<file path="config.mk">
export PLATFORM = sky130hd
export DESIGN_NAME = lamp_serializer_flat
export DESIGN_NICKNAME = d
export VERILOG_FILES = /design/src/rtl/bound_flash_pkg.sv /design/src/rtl/lamp_serializer_if.sv /design/src/rtl/lamp_ser_tick.sv /design/src/rtl/lamp_serializer.sv /design/src/flat_wrapper.sv
export SDC_FILE = /design/constraint.sdc
export NUM_CORES = 1
export LEC_CHECK = 0
export BUFFER_PORTS_ARGS = -buffer_cell sky130_fd_sc_hd__buf_2
export CORE_MARGIN = 2
export CORE_UTILIZATION = 57
export DETAILED_ROUTE_END_ITERATION = 8
export PLACE_DENSITY = 0.85
export SLEW_MARGIN = 20
export SYNTH_ARGS = -nofsm -noshare
export SYNTH_HDL_FRONTEND = slang
export SYNTH_SLANG_ARGS = --single-unit
</file>
<file path="constraint.sdc">
create_clock -name clk -period 2.24 [get_ports clk]
set_input_delay 0.448 -clock clk [delete_from_list [all_inputs] [get_ports clk]]
set_output_delay 0.448 -clock clk [all_outputs]
set_load 0.005 [all_outputs]
</file>
<file path="src/rtl/bound_flash_pkg.sv">
// Shared types and constants for the bound_flash lamp path and its
// serial LED driver back end (lamp_serializer).
package bound_flash_pkg;

  localparam int LAMP_W          = 16;
  localparam int CLK_DIV_DEFAULT = 4;

  typedef enum logic [1:0] {
    S_IDLE  = 2'd0,
    S_SHIFT = 2'd1,
    S_LATCH = 2'd2
  } ser_state_t;

endpackage

</file>
<file path="src/rtl/lamp_serializer_if.sv">
// Lamp input plus 3-wire shift-register bus (data/clock/latch) and frame
// status. master = serializer side, slave = consumer/driver side.
interface lamp_serializer_if #(
  parameter int WIDTH = 16
);

  logic [WIDTH-1:0] lamp;
  logic             ser_data;
  logic             ser_clk;
  logic             ser_latch;
  logic             busy;
  logic             done;

  modport master (
    input  lamp,
    output ser_data,
    output ser_clk,
    output ser_latch,
    output busy,
    output done
  );

  modport slave (
    output lamp,
    input  ser_data,
    input  ser_clk,
    input  ser_latch,
    input  busy,
    input  done
  );

endinterface

</file>
<file path="src/rtl/lamp_ser_tick.sv">
// Half-period timer for lamp_serializer. Counts CLK_DIV cycles per ser_clk
// half-period while enabled, flags the last cycle of each half (phase_end)
// and tracks which half is current (half: 0 = low, 1 = high).
module lamp_ser_tick #(
  parameter int CLK_DIV = 4
) (
  input  logic clk,
  input  logic rst,
  input  logic en,
  output logic phase_end,
  output logic half
);

  localparam int            DW       = $clog2(CLK_DIV) + 1;
  localparam logic [DW-1:0] DIV_LAST = DW'(CLK_DIV - 1);

  logic [DW-1:0] div_cnt_q, div_cnt_d;
  logic          half_q, half_d;

  assign phase_end = en && (div_cnt_q == DIV_LAST);
  assign half      = half_q;

  // Next count/half: held at zero while disabled so every frame starts aligned.
  always_comb begin
    div_cnt_d = div_cnt_q;
    half_d    = half_q;
    if (!en) begin
      div_cnt_d = '0;
      half_d    = 1'b0;
    end else if (phase_end) begin
      div_cnt_d = '0;
      half_d    = ~half_q;
    end else begin
      div_cnt_d = div_cnt_q + DW'(1);
    end
  end

  // Timer registers.
  always_ff @(posedge clk or posedge rst) begin
    if (rst) begin
      div_cnt_q <= '0;
      half_q    <= 1'b0;
    end else begin
      div_cnt_q <= div_cnt_d;
      half_q    <= half_d;
    end
  end

endmodule

</file>
<file path="src/rtl/lamp_serializer.sv">
// lamp_serializer: shifts the lamp vector MSB first into a 74HC595-style
// LED driver chain whenever it differs from the last frame sent, plus one
// frame after every reset. All outputs are registered.
// Optional: define LAMP_SER_REFRESH_EN to resend the last value after
// REFRESH_CYCLES trigger-free idle cycles.
module lamp_serializer
  import bound_flash_pkg::*;
#(
  parameter int WIDTH          = LAMP_W,
  parameter int CLK_DIV        = CLK_DIV_DEFAULT,
  parameter int REFRESH_CYCLES = 1024
) (
  input  logic                clk,
  input  logic                rst,
  lamp_serializer_if.master   bus
);

  localparam int            BW       = $clog2(WIDTH);
  localparam logic [BW-1:0] BIT_LAST = BW'(WIDTH - 1);

  ser_state_t       state_q, state_d;
  logic [WIDTH-1:0] shift_q, shift_d;
  logic [WIDTH-1:0] sent_q, sent_d;
  logic [BW-1:0]    bit_cnt_q, bit_cnt_d;
  logic             init_q, init_d;
  logic             ser_data_q, ser_data_d;
  logic             ser_clk_q, ser_clk_d;
  logic             ser_latch_q, ser_latch_d;
  logic             busy_q, busy_d;
  logic             done_q, done_d;
  logic             phase_end, half;
  logic             trigger;

  lamp_ser_tick #(.CLK_DIV(CLK_DIV)) u_tick (
    .clk       (clk),
    .rst       (rst),
    .en        (state_q != S_IDLE),
    .phase_end (phase_end),
    .half      (half)
  );

`ifdef LAMP_SER_REFRESH_EN
  localparam int            RW      = $clog2(REFRESH_CYCLES) + 1;
  localparam logic [RW-1:0] RF_LAST = RW'(REFRESH_CYCLES - 1);

  logic [RW-1:0] refresh_cnt_q, refresh_cnt_d;
  logic          refresh_req_q, refresh_req_d;

  assign trigger = (bus.lamp != sent_q) || init_q || refresh_req_q;

  // Idle-time counter; a request is raised after the last counted cycle
  // and consumed as a trigger on the following idle cycle.
  always_comb begin
    refresh_cnt_d = refresh_cnt_q;
    refresh_req_d = 1'b0;
    if ((state_q != S_IDLE) || trigger) begin
      refresh_cnt_d = '0;
    end else if (refresh_cnt_q == RF_LAST) begin
      refresh_cnt_d = '0;
      refresh_req_d = 1'b1;
    end else begin
      refresh_cnt_d = refresh_cnt_q + RW'(1);
    end
  end

  // Refresh registers.
  always_ff @(posedge clk or posedge rst) begin
    if (rst) begin
      refresh_cnt_q <= '0;
      refresh_req_q <= 1'b0;
    end else begin
      refresh_cnt_q <= refresh_cnt_d;
      refresh_req_q <= refresh_req_d;
    end
  end
`else
  localparam int unused_refresh_cycles = REFRESH_CYCLES;

  assign trigger = (bus.lamp != sent_q) || init_q;
`endif

  // Frame FSM: load on trigger, shift one bit per low+high period, latch.
  always_comb begin
    state_d    = state_q;
    shift_d    = shift_q;
    sent_d     = sent_q;
    bit_cnt_d  = bit_cnt_q;
    init_d     = init_q;
    ser_data_d = ser_data_q;
    done_d     = 1'b0;
    case (state_q)
      S_IDLE: begin
        if (trigger) begin
          shift_d    = bus.lamp;
          sent_d     = bus.lamp;
          init_d     = 1'b0;
          bit_cnt_d  = BIT_LAST;
          ser_data_d = bus.lamp[WIDTH-1];
          state_d    = S_SHIFT;
        end
      end
      S_SHIFT: begin
        // Data only moves as ser_clk falls, so it is stable around each rise.
        if (phase_end && half) begin
          shift_d = {shift_q[WIDTH-2:0], 1'b0};
          if (bit_cnt_q == '0) begin
            ser_data_d = 1'b0;
            state_d    = S_LATCH;
          end else begin
            bit_cnt_d  = bit_cnt_q - BW'(1);
            ser_data_d = shift_q[WIDTH-2];
          end
        end
      end
      S_LATCH: begin
        if (phase_end) begin
          done_d  = 1'b1;
          state_d = S_IDLE;
        end
      end
      default: begin
        state_d = S_IDLE;
      end
    endcase
    ser_clk_d   = (state_d == S_SHIFT) ? (phase_end ? ~ser_clk_q : ser_clk_q) : 1'b0;
    ser_latch_d = (state_d == S_LATCH);
    busy_d      = (state_d != S_IDLE);
  end

  // State and output registers; reset aborts any frame without a latch.
  always_ff @(posedge clk or posedge rst) begin
    if (rst) begin
      state_q     <= S_IDLE;
      shift_q     <= '0;
      sent_q      <= '0;
      bit_cnt_q   <= '0;
      init_q      <= 1'b1;
      ser_data_q  <= 1'b0;
      ser_clk_q   <= 1'b0;
      ser_latch_q <= 1'b0;
      busy_q      <= 1'b0;
      done_q      <= 1'b0;
    end else begin
      state_q     <= state_d;
      shift_q     <= shift_d;
      sent_q      <= sent_d;
      bit_cnt_q   <= bit_cnt_d;
      init_q      <= init_d;
      ser_data_q  <= ser_data_d;
      ser_clk_q   <= ser_clk_d;
      ser_latch_q <= ser_latch_d;
      busy_q      <= busy_d;
      done_q      <= done_d;
    end
  end

  assign bus.ser_data  = ser_data_q;
  assign bus.ser_clk   = ser_clk_q;
  assign bus.ser_latch = ser_latch_q;
  assign bus.busy      = busy_q;
  assign bus.done      = done_q;

endmodule

</file>
<file path="src/flat_wrapper.sv">
// flat-port wrapper written by rule: the top's interface ports become plain ports
module lamp_serializer_flat import bound_flash_pkg::*;
#(
  parameter int WIDTH          = LAMP_W,
  parameter int CLK_DIV        = CLK_DIV_DEFAULT,
  parameter int REFRESH_CYCLES = 1024
)
  (clk, rst, bus_lamp, bus_ser_data, bus_ser_clk, bus_ser_latch, bus_busy, bus_done);
  lamp_serializer_if #(.WIDTH(WIDTH)) bus_i ();
  input  logic clk;
  input  logic rst;
  input wire logic [$bits(bus_i.lamp)-1:0] bus_lamp;
  output wire logic [$bits(bus_i.ser_data)-1:0] bus_ser_data;
  output wire logic [$bits(bus_i.ser_clk)-1:0] bus_ser_clk;
  output wire logic [$bits(bus_i.ser_latch)-1:0] bus_ser_latch;
  output wire logic [$bits(bus_i.busy)-1:0] bus_busy;
  output wire logic [$bits(bus_i.done)-1:0] bus_done;
  assign bus_i.lamp = bus_lamp;
  assign bus_ser_data = bus_i.ser_data;
  assign bus_ser_clk = bus_i.ser_clk;
  assign bus_ser_latch = bus_i.ser_latch;
  assign bus_busy = bus_i.busy;
  assign bus_done = bus_i.done;
  lamp_serializer #(.WIDTH(WIDTH), .CLK_DIV(CLK_DIV), .REFRESH_CYCLES(REFRESH_CYCLES)) u_core (.clk(clk), .rst(rst), .bus(bus_i));
endmodule
</file>
# [After elaboration in Yosys (flattened, before gate mapping)]
# Index checks and enable logic that the tools add are counted.
[op_classes] addsub=2 mul=0 div_mod_pow=0 n_lt_le_gt_ge=0 n_eq_ne=11 shifts=0 muxes=24 bitwise=2 n_reduce_logical=11
[op_table] cell="$mux W15" n=2
[op_table] cell="$pmux W15 S2" n=1
[op_table] cell="$ne A16 B16 Y1" n=1
[op_table] cell="$mux W4" n=3
[op_table] cell="$mux W1" n=9
[op_table] cell="$mux W2" n=4
[op_table] cell="$ne A2 B1 Y1 const B" n=4
[op_table] cell="$pmux W4 S2" n=1
[op_table] cell="$mux W3" n=2
[op_table] cell="$pmux W2 S3" n=1
[op_table] cell="$reduce_bool A2 Y1" n=3
[op_table] cell="$eq A2 B1 Y1 const B" n=2
[op_table] cell="$eq A2 B2 Y1 const B" n=2
[op_table] cell="$logic_not A4 Y1" n=1
[op_table] cell="$reduce_and A4 Y1" n=1
[op_table] cell="$sub A4 B1 Y4 const B" n=1
[op_table] cell="$add A3 B1 Y3 const B" n=1
[op_table] cell="$eq A3 B2 Y1 const B" n=1
[op_table] cell="$reduce_and A3 Y1" n=1
[op_table] cell="$logic_and A1 B1 Y1" n=2
[op_table] cell="$logic_not A2 Y1" n=1
[op_table] cell="$ne A2 B2 Y1 const B" n=1
[op_table] cell="$not A1 Y1" n=2
[op_table] cell="$pmux W1 S2" n=1
[op_table] cell="other kinds (2)" n=2
[totals] reg_bits=47 latchBits=0 ramBits=0 mem_bits_ro=0 inputBits=18 out_inout_bits=5 elab_cells=62 n_memories=0

# [Longest topological paths before layout]
# Gate-level depths: netlist of run 1.
[logic_depth] depth_word=7 ltp_mapped=9 ltp_nobuf=7

# [Modules after synthesis]
# From an unflattened synthesis of run 1, not the netlist that was laid out.
[unflattened] hier_cells=192 area_unflattened_um2=2202.1
[by_module_without_submodules] mod="lamp_serializer" n_inst=1 cells_per_inst=177 area_each_um2=2020.7 seq_area_each_um2=1077.3
[by_module_without_submodules] mod="lamp_ser_tick" n_inst=1 cells_per_inst=15 area_each_um2=181.4 seq_area_each_um2=100.1

# [Worst setup path after synthesis of run 1]
# Ideal clock, no wire load.
[synth_path] kind="register to register" from="reg u_core.u_tick.div_cnt_q[0]" to="reg u_core.bit_cnt_q[3]" t_arrival_ns=1.840 required_ns=2.171 setup_slack_ns=0.331 path_stages_with_launch=9 n_path_buf=2 period_less_slack_ns=1.909 cell_sequence="dfrtp_1 -> ha_1 -> nor2b_1 -> buf_4 -> a21oi_1 -> a311o_1 -> buf_6 -> or4_1 -> nand3_1"
[synth_between] elab_chain_len=5
[synth_lines] item="start, declared" line_no="lamp_ser_tick.sv:17" source="logic [DW-1:0] div_cnt_q, div_cnt_d;"
[synth_lines] item="start signal, assigned" line_no="lamp_ser_tick.sv:44" source="div_cnt_q <= div_cnt_d;"
[synth_lines] item="$eq A3 B2 Y1" line_no="lamp_ser_tick.sv:20" source="assign phase_end = en && (div_cnt_q == DIV_LAST);"
[synth_lines] item="$logic_and A1 B1 Y1" line_no="lamp_ser_tick.sv:20"
[synth_lines] item="$logic_and A1 B1 Y1" line_no="lamp_serializer.sv:104" source="if (phase_end && half) begin"
[synth_lines] item="$ne A2 B1 Y1 (no source line)"
[synth_lines] item="$reduce_and A4 Y1 (no source line)"
[synth_lines] item="end signal, assigned" line_no="lamp_serializer.sv:147" source="bit_cnt_q <= bit_cnt_d;"
[synth_lines] item="end, declared" line_no="lamp_serializer.sv:24" source="logic [BW-1:0] bit_cnt_q, bit_cnt_d;"
# No other way between the ends.
# A chain may end at the register's enable or synchronous reset.

# [Final worst setup path of run 1]
[layout_path] from="reg u_core.sent_q[6]" to="reg u_core.bit_cnt_q[3]"
[layout_between] elab_chain_len=4
[layout_lines] item="start, declared" line_no="lamp_serializer.sv:23" source="logic [WIDTH-1:0] sent_q, sent_d;"
[layout_lines] item="start signal, assigned" line_no="lamp_serializer.sv:146" source="sent_q <= sent_d;"
[layout_lines] item="$ne A16 B16 Y1" line_no="lamp_serializer.sv:79" source="assign trigger = (bus.lamp != sent_q) || init_q;"
[layout_lines] item="$logic_or A1 B1 Y1" line_no="lamp_serializer.sv:79"
[layout_lines] item="$ne A2 B1 Y1 (no source line)"
[layout_lines] item="$reduce_and A4 Y1 (no source line)"
# No other way between the ends.

==> results of run 1 <==
-- worst min-delay path by stage --
stage / from / endpoint / slack (ns) / cells after the start
5_1_grt: rst / u_core.u_tick.div_cnt_q[0] / 0.35 / 3
4_1_cts: rst / u_core.u_tick.div_cnt_q[0] / 0.29 / 3
2_1_floorplan: u_core.u_tick.div_cnt_q[0] / u_core.u_tick.div_cnt_q[0] / 0.42 / 1
3_5_place_dp: u_core.u_tick.div_cnt_q[0] / u_core.u_tick.div_cnt_q[0] / 0.43 / 1
3_3_place_gp: u_core.u_tick.div_cnt_q[0] / u_core.u_tick.div_cnt_q[0] / 0.43 / 1
6_report: rst / u_core.u_tick.div_cnt_q[1] / 0.28 / 3
-- registers in the layout, indices dropped and copies added (netlist names), 2 cells and up --
register,cells
u_core.u_tick.div_cnt_q,3
u_core.state_q,2
u_core.sent_q,16
u_core.shift_q,15
u_core.bit_cnt_q,4
-- synth_stat cells (2+ instances only) --
cell type  number  area [sq um]
dfrtp_1        46          1150
nand2_1        23          86.3
o21ai_0        20           100
mux2_2         16           180
xnor2_1        16           140
mux2i_1        14           140
nor2_1          8          30.0
inv_1           6          22.5
nand3_1         6          30.0
nor3_1          5          25.0
clkbuf_1        4          15.0
a21oi_1         3          15.0
buf_1           2          7.51
ha_1            2          25.0
nand4_1         2          12.5
nor2b_1         2          12.5
nor3b_1         2          15.0
o31ai_1         2          15.0
or3_1           2          12.5
-- per-layer routing --
layer	global-route usage (%)	share of wire, %
met2	36.2	49
met3	6.13	4.9
met1	27.4	44
met4	8.85	2.3
met5	0	0
-- power by group --
group / total [mW] / switching (mW) / internal [mW]
registers: 0.848 / 0 / 0.848
clock network: 0.558 / 0.278 / 0.281
logic: 0.0601 / 0.0367 / 0.0234
-- cells by family after synthesis --
logic type	Yosys count	synth area share (%)
and+or+nand+nor	55	12.2
DFF	47	54.0
AOI/OAI and AO/OA	30	8.03
muxes	30	14.7
xor gates and xnor gates	17	6.82
buffers and inverters	15	3.15
adders and majority gates	2	1.15
-- critical path: cells and delay by family, from the launching register on --
| kind | cells | cell delay (ns) |
|---|---|---|
| DFF | 1 | 0.39 |
| AOI/OAI and AO/OA | 1 | 0.42 |
| buffers and inverters | 1 | 0.14 |
| and+or+nand+nor | 4 | 0.79 |
| xor gates and xnor gates | 1 | 0.14 |
-- per-stage QoR --
stage	power (mW)	utilization [%]
6_report	1.47	68.4
5_1_grt	1.52	68.4
4_1_cts	1.48	68.4
3_5_place_dp	0.926	65.5
3_3_place_gp	0.925	65.5
2_1_floorplan	0.893	-
-- area by class of cell --
| cell class | count | area, sq um |
|---|---|---|
| multi-input cells | 134 | 936 |
| repair buffers | 31 | 203 |
| well taps | 48 | 60.1 |
| inverters | 6 | 22.5 |
| clock inverters | 1 | 7.51 |
| clock buffers | 7 | 96.3 |
| fillers | 277 | 1160 |
| flip-flops and latches | 47 | 1180 |
==> flow_summary_export.csv, run 1 <==
group,metric,value,unit
sta,fin_ws,0.297,ns
finish,n_antenna_cell,0,
sta,finalSetupViolCount,0,
clock_network,cts_tree,"yes",
yosys,syn_area_per_cell,11.1,sq um
die,die_y,65.9,um
sta,relSlewSlack,61.5,%
yosys,synth-main-ff-cell,"dfrtp_1",
drt,vias,1527,
setup_path,critical_path.endpoint,"u_core.bit_cnt_q[3]",
power_and_ir_drop,leakage,1.13,nW
finish,final_area,2500,sq um
sta,post-route-period-util,86.7,%
setup_path,worstPathRequired,2.48,ns
global_routing,grt_max_degree,48,
placement,hpwl,2960,um
finish,layout-drive-gt1-share,26.1,%
yosys,synth_cells,196,
clock_network,cts_setup_buffers,0,
die,core,3660,sq um
power_and_ir_drop,ir_worst_vdd,0.464,mV
placement,numPortBuffers,22,
global_routing,grt_pass1_wl,7000,um
die,die_x,65.9,um
clock_network,holdBufCountCts,0,
die,dieArea,4340,sq um
placement,dpl_cell_area,2400,sq um
setup_path,worstReg2RegStart,"u_core.sent_q[6]",
clock_network,cts-resized-gates,0,
placement,placedCellCount,266,
sta,fin_tns_setup,0,ns
sta,fmax,0.515,GHz
die,placementRows,22,
run_status,status,"finished, final reports clean",
yosys,yosysSeqAreaShare,54.0,%
yosys,synth_cell_type_count,34,
setup_path,worstPathCellList,"xnor2_1, nand4_1, nor3_1, buf_4, a311o_1, or4_1, nand3_1",
finish,final_common_cell,"dfrtp_1",
clock_network,clk_pin_slew,0.08,ns
global_routing,gr-total-overflow,0,
drt,vias_per_cell,5.57,
yosys,synth_warnings,0,
sta,tightest_slew,0.578,ns
global_routing,antenna_found_initial,0,
sta,finalClockSkew,0.00954,ns
clock_network,htree_levels,2,
flow_run,cap_viol_max_count,0,
sta,holdWs,0.277,ns
die,start_util,59.6,%
global_routing,grt_pass1_vias,1524,
setup_path,timing.rr.end,"u_core.bit_cnt_q[3]",
setup_path,crit_path_max_incr_delay,0.53,ns
placement,place_congestion,0.937,
die,io_pins,23,
finish,area_delta_synth_final,14.7,%
sta,maxSlewViolCount,0,
drt,drtIter0Drc,53,
yosys,ys_ff_latch,47,
drt,routedWlPerCell,15.0,um
setup_path,reg2reg_depth,7,
setup_path,crit_path_end_kind,"register",
sta,finalHoldViolations,0,
clock_network,clk_path_buf_depth,2,
clock_network,clockRootBuffer,"clkbuf_8",
placement,place_ws,0.109,ns
setup_path,crit_path_top_delay_cell,"or4_1",
clock_network,cts_made_buffers,5,
finish,nets,245,
setup_path,rrSetupSlack,0.30,ns
finish,layout_common_cells,"dfrtp_1, nand2_1, buf_2",
yosys,synth_nets,216,
setup_path,worst-setup-path-type,"register to register",
setup_path,arrival,2.19,ns
setup_path,startpoint_type,"register",
yosys,synth-edff-count,0,
clock_network,clkLatencyLatePin,0.30,ns
power_and_ir_drop,powerDensity,586,nW/um^2
sta,min_period,1.94,ns
sta,grt_setup_unrepaired,"false",
setup_path,critical_path.max_fanout,8,
drt,wl,4120,um
drt,drt-pass1-iter-count,4,
clock_network,cts.sinks,47,
yosys,async_flop_share,100,%
yosys,syn_area,2180,sq um
global_routing,grt_use_total,22.0,%
setup_path,crit_start,"u_core.sent_q[6]",
finish,final_cell_count_no_fill,274,
worst_hold_path,hold_class,"primary input to async pin",
drt,drc,0,
drt,ant_nets,0,
No activity file was read; power rests on OpenSTA's default activity.
==> run 2, diff against run 1 <==
ABC_AREA = 1   (was not set)
CORE_UTILIZATION = 58   (was 57)
SLEW_MARGIN = 5   (was 20)
==> flow_summary_export.csv, run 2 <==
group,metric,value,unit
run_status,status,"finished, final reports clean",
yosys,yosysSeqAreaShare,49.5,%
finish,final_area,2670,sq um
placement,hpwl,3400,um
clock_network,cts-resized-gates,0,
finish,area_delta_synth_final,12.1,%
power_and_ir_drop,ir_worst_vdd,0.498,mV
flow_run,cap_viol_max_count,0,
yosys,synthXorXnorAreaFrac,1.84,%
finish,n_antenna_cell,0,
setup_path,critical_path.max_fanout,19,
clock_network,cts_made_buffers,5,
placement,placedCellCount,375,
setup_path,arrival,2.03,ns
power_and_ir_drop,leakage,1.45,nW
drt,vias_per_cell,5.17,
yosys,synth_cell_type_count,25,
finish,layout-drive-gt1-share,15.6,%
clock_network,clk_path_buf_depth,2,
yosys,synthMuxAreaShare,0,%
yosys,synthAdderAreaFrac,1.05,%
clock_network,cts_tree,"yes",
yosys,synth-edff-count,0,
global_routing,grt_pass1_wl,8250,um
sta,tightest_slew,0.442,ns
drt,vias,1979,
yosys,ys_top_cells_by_area,"dfrtp_1, nand2_1, o21ai_0",
finish,largestRegisters,"u_core.sent_q x16, u_core.shift_q x15, u_core.bit_cnt_q x4",
die,core,3970,sq um
global_routing,antenna_found_initial,0,
placement,numPortBuffers,22,
clock_network,htree_levels,2,
setup_path,worstPathRequired,2.48,ns
yosys,synth-main-ff-cell,"dfrtp_1",
setup_path,worst-setup-path-type,"register to register",
drt,ant_nets,0,
die,die_y,68.0,um
yosys,synth_cells,308,
yosys,synth-simple-area-share,30.2,%
sta,relSlewSlack,70.5,%
sta,fin_tns_setup,0,ns
yosys,synth_warnings,0,
die,placementRows,23,
sta,min_period,1.79,ns
drt,drt-pass1-iter-count,5,
drt,drc,0,
yosys,ys_ff_latch,47,
yosys,syn_area_per_cell,7.72,sq um
setup_path,startpoint_type,"register",
finish,fillers,337,
global_routing,gr-total-overflow,0,
die,start_util,59.9,%
clock_network,clockRootBuffer,"clkbuf_8",
sta,finalHoldViolations,0,
die,io_pins,23,
yosys,synth_top_family_by_area,"simple AND/OR/NAND/NOR gates",
die,dieArea,4630,sq um
sta,finalClockSkew,0.0101,ns
clock_network,holdBufCountCts,0,
drt,routedWlPerCell,12.7,um
yosys,post-synth-top-count-cell,"nand2_1",
clock_network,cts_setup_buffers,0,
global_routing,grt_max_degree,29,
finish,nets,352,
global_routing,grt_pass1_vias,1880,
yosys,syn_area,2380,sq um
sta,grt_setup_unrepaired,"false",
setup_path,crit_path_end_kind,"register",
drt,wl,4850,um
finish,final_common_cell,"nand2_1",
die,die_x,68.0,um
clock_network,clkLatencyLatePin,0.31,ns
sta,maxSlewViolCount,0,
yosys,netlist.area_leader.share,48.4,%
yosys,synth_compound_area_share,9.00,%
clock_network,cts.sinks,47,
worst_hold_path,hold_class,"primary input to async pin",
placement,place_congestion,0.822,
clock_network,clk_pin_slew,0.09,ns
sta,finalSetupViolCount,0,
sta,fin_ws,0.452,ns
finish,final_cell_count_no_fill,383,
yosys,async_flop_share,100,%
finish,layout_common_cells,"nand2_1, dfrtp_1, inv_1",
yosys,synth_top_area_cell,"dfrtp_1",
yosys,synth_nets,328,
power_and_ir_drop,powerDensity,624,nW/um^2
placement,dpl_cell_area,2550,sq um
finish,largest_reg_flops,16,
sta,post-route-period-util,79.8,%
placement,place_ws,0.313,ns
global_routing,grt_use_total,24.3,%
yosys,synth_common_cells,"nand2_1, dfrtp_1, inv_1",
drt,drtIter0Drc,153,
finish,regMostFlops,"u_core.sent_q",
sta,fmax,0.559,GHz
run 2: worst max-delay path: stages, from the launching register on:
cell and delay (ns):
dfrtp_1 0.49, inv_2 0.09, nor2_4 0.35, nand3_4 0.27, nand2_2 0.33, nand2_1 0.10
nand2_1 0.08
run 2: routing by layer:
layer	track usage [%]	part of all wire [%]	vias up
li1	-	-	1008
met1	30.9	45	903
met2	40.0	48	57
met3	5.92	4.9	11
met4	9.50	2.4	0
met5	0	0	-
run 2: worst paths after layout:
check	depth (start not counted)	startpoint	end	slack, ns
worst min register to register	1	u_core.u_tick.div_cnt_q[0]	u_core.u_tick.div_cnt_q[0]	0.45
worst min-delay path	2	rst	u_core.sent_q[13]	0.14
worst max register to register	6	u_core.state_q[0]	u_core.shift_q[1]	0.45
worst max-delay path	6	u_core.state_q[0]	u_core.shift_q[1]	0.45
min in group clk	3	bus_lamp[0]	u_core.shift_q[0]	0.39
max in group asynchronous	3	rst	u_core.u_tick.half	1.60
run 2: through the flow:
stage | hold slack [ns] | util [%] | power, mW
after global routing | 0.177 | 67.1 | 1.74
final | 0.137 | 67.1 | 1.66
after CTS | 0.151 | 67.1 | 1.67
after global placement | 0.425 | 64.2 | 1.02
after detailed placement | 0.440 | 64.2 | 1.03
after floorplan | 0.410 | - | 0.982
run 2: cell type report:
cell class                      count  area, sq um  area share [%]
Clock inverter                      2         35.0            1.31
Sequential cell                    47         1180            44.2
Multi-Input combinational cell    212         1000            37.6
Clock buffer                        6         82.6            3.10
Tap cell                           50         62.6            2.35
Inverter                           39          146            5.49
Timing Repair Buffer               27          160            6.01
run 2: logic make-up after synthesis:
kind of cell | count (synthesis)
fa+ha+maj | 2
compound gates | 39
xor+xnor | 5
simple gates | 166
flops | 47
buf+inv | 49
run 2: where the power goes:
part           leakage [nW]  internal, mW  switching (mW)
clock                0.0612         0.361           0.289
sequential            0.552         0.874          0.0172
combinational         0.841        0.0498          0.0723
==> run 3, diff against run 2 <==
clock period = 1.86 ns   (was 2.24 ns; I/O delays follow)
==> flow_summary_export.csv, run 3 (synthesized netlist as in run 2, its figures left out) <==
group,metric,value,unit
sta,min_period,1.66,ns
sta,finalSetupViolCount,0,
sta,tightest_slew,0.438,ns
sta,fmax,0.602,GHz
global_routing,grt_max_degree,27,
placement,place_congestion,0.813,
clock_network,clockRootBuffer,"clkbuf_8",
clock_network,clk_path_buf_depth,2,
sta,finalClockSkew,0.00936,ns
die,io_pins,23,
drt,wl,4650,um
clock_network,holdBufCountCts,0,
flow_run,cap_viol_max_count,0,
sta,relSlewSlack,70.8,%
clock_network,cts_tree,"yes",
setup_path,worstPathRequired,2.06,ns
clock_network,cts.sinks,47,
finish,largestRegisters,"u_core.sent_q x16, u_core.shift_q x15, u_core.bit_cnt_q x4",
setup_path,worst-setup-path-type,"register to register",
clock_network,cts_made_buffers,5,
sta,grt_setup_unrepaired,"false",
drt,drtIter0Drc,104,
die,core,3970,sq um
global_routing,grt_use_total,23.6,%
power_and_ir_drop,p_sw,0.458,mW
finish,regMostFlops,"u_core.sent_q",
global_routing,grt_pass1_wl,8090,um
drt,vias_per_cell,5.14,
die,placementRows,23,
die,dieArea,4630,sq um
sta,finalHoldViolations,0,
power_and_ir_drop,leakage,1.45,nW
power_and_ir_drop,power_frac_seq,58.6,%
drt,drt-pass1-iter-count,5,
power_and_ir_drop,p_int,1.37,mW
setup_path,crit_start,"u_core.sent_q[1]",
setup_path,worstReg2RegStart,"u_core.sent_q[1]",
power_and_ir_drop,p_comb_share,7.9,%
setup_path,startpoint_type,"register",
finish,layout_common_cells,"nand2_1, dfrtp_1, inv_1",
clock_network,clkLatencyLatePin,0.31,ns
run_status,status,"finished, final reports clean",
die,die_x,68.0,um
sta,fin_tns_setup,0,ns
global_routing,antenna_found_initial,0,
die,die_y,68.0,um
finish,final_cell_count_no_fill,385,
clock_network,cts_setup_buffers,0,
power_and_ir_drop,switching_share,25.0,%
global_routing,grt_pass1_vias,1906,
drt,drc,0,
sta,holdWs,0.0544,ns
finish,largest_reg_flops,16,
placement,numPortBuffers,22,
finish,area_delta_synth_final,11.8,%
finish,final_common_cell,"nand2_1",
drt,ant_nets,0,
finish,fillers,323,
sta,post-route-period-util,89.3,%
placement,hpwl,3410,um
finish,nets,354,
placement,placedCellCount,377,
setup_path,arrival,1.86,ns
power_and_ir_drop,clockPowerShare,33.5,%
clock_network,htree_levels,2,
power_and_ir_drop,powerDensity,688,nW/um^2
sta,maxSlewViolCount,0,
finish,layout-drive-gt1-share,16.4,%
die,start_util,59.9,%
power_and_ir_drop,ir_worst_vdd,0.482,mV
worst_hold_path,hold_class,"primary input to async pin",
drt,routedWlPerCell,12.1,um
setup_path,crit_path_end_kind,"register",
drt,vias,1977,
setup_path,critical_path.max_fanout,26,
finish,n_antenna_cell,0,
global_routing,gr-total-overflow,0,
clock_network,clk_pin_slew,0.09,ns
run 3: cell count changes in the layout (fill, tap and decap cells not counted), sizes merged:
cell and change:
clkbuf -1, buf +2, bufinv -1, clkinvlp +2
run 3: worst paths after layout:
path | endpoint | slack (ns) | depth (start not counted)
min | u_core.shift_q[1] | 0.05 | 2
max in group asynchronous | u_core.bit_cnt_q[1] | 1.24 | 3
max reg2reg | u_core.sent_q[0] | 0.20 | 11
max | u_core.sent_q[0] | 0.20 | 11
min reg2reg | u_core.u_tick.div_cnt_q[0] | 0.44 | 1
min in group clk | u_core.shift_q[0] | 0.32 | 3
run 3: final cells by class:
type,instances,area (sq um),area share (%)
Multi-Input combinational cell,212,1010,38.0
Timing Repair Buffer,29,175,6.59
Sequential cell,47,1180,44.3
Tap cell,50,62.6,2.35
Clock inverter,3,20.0,0.753
Inverter,39,146,5.50
Clock buffer,5,68.8,2.59
run 3: per-layer routing:
layer / global-route usage (%) / part of all wire [%]
met1: 29.1 / 45
met2: 39.9 / 48
met3: 5.59 / 4.3
met4: 9.25 / 2.1
met5: 0 / 0
run 3: through the flow:
step	setup WS (ns)	instance area (sq um)	util (%)	power (mW)
after detailed placement	0.0311	2560	64.6	1.24
final	0.200	2660	67.0	1.83
after CTS	0.127	2650	66.8	1.85
after global routing	0.0106	2660	67.0	1.92
after global placement	0.139	2560	64.6	1.23
after floorplan	0.374	2380	-	1.18
run 3: worst max-delay path, cell delays in order, from the launching register on:
cell and delay [ns]:
dfrtp_1 0.41, nand2_1 0.07, nand2_1 0.05, nor2_1 0.10, nand2_1 0.07, nor2_1 0.20
nand3_1 0.13, nand2_2 0.15, buf_12 0.18, inv_2 0.05, nand2_1 0.07, o21ai_1 0.06
run 3: power groups by stage:
stage / registers [mW] / clock network, mW / logic, mW
2_1_floorplan: 1.09 / 0 / 0.0947
3_3_place_gp: 1.09 / 0 / 0.141
3_5_place_dp: 1.09 / 0 / 0.147
4_1_cts: 1.07 / 0.627 / 0.147
5_1_grt: 1.08 / 0.669 / 0.171
6_report: 1.07 / 0.613 / 0.144
run 3: repair_timing:
item / in CTS / in global routing
endpoints found under the setup margin: 0 / 18
endpoints found under the hold margin: 0 / 0
resized for setup: 0 / 2
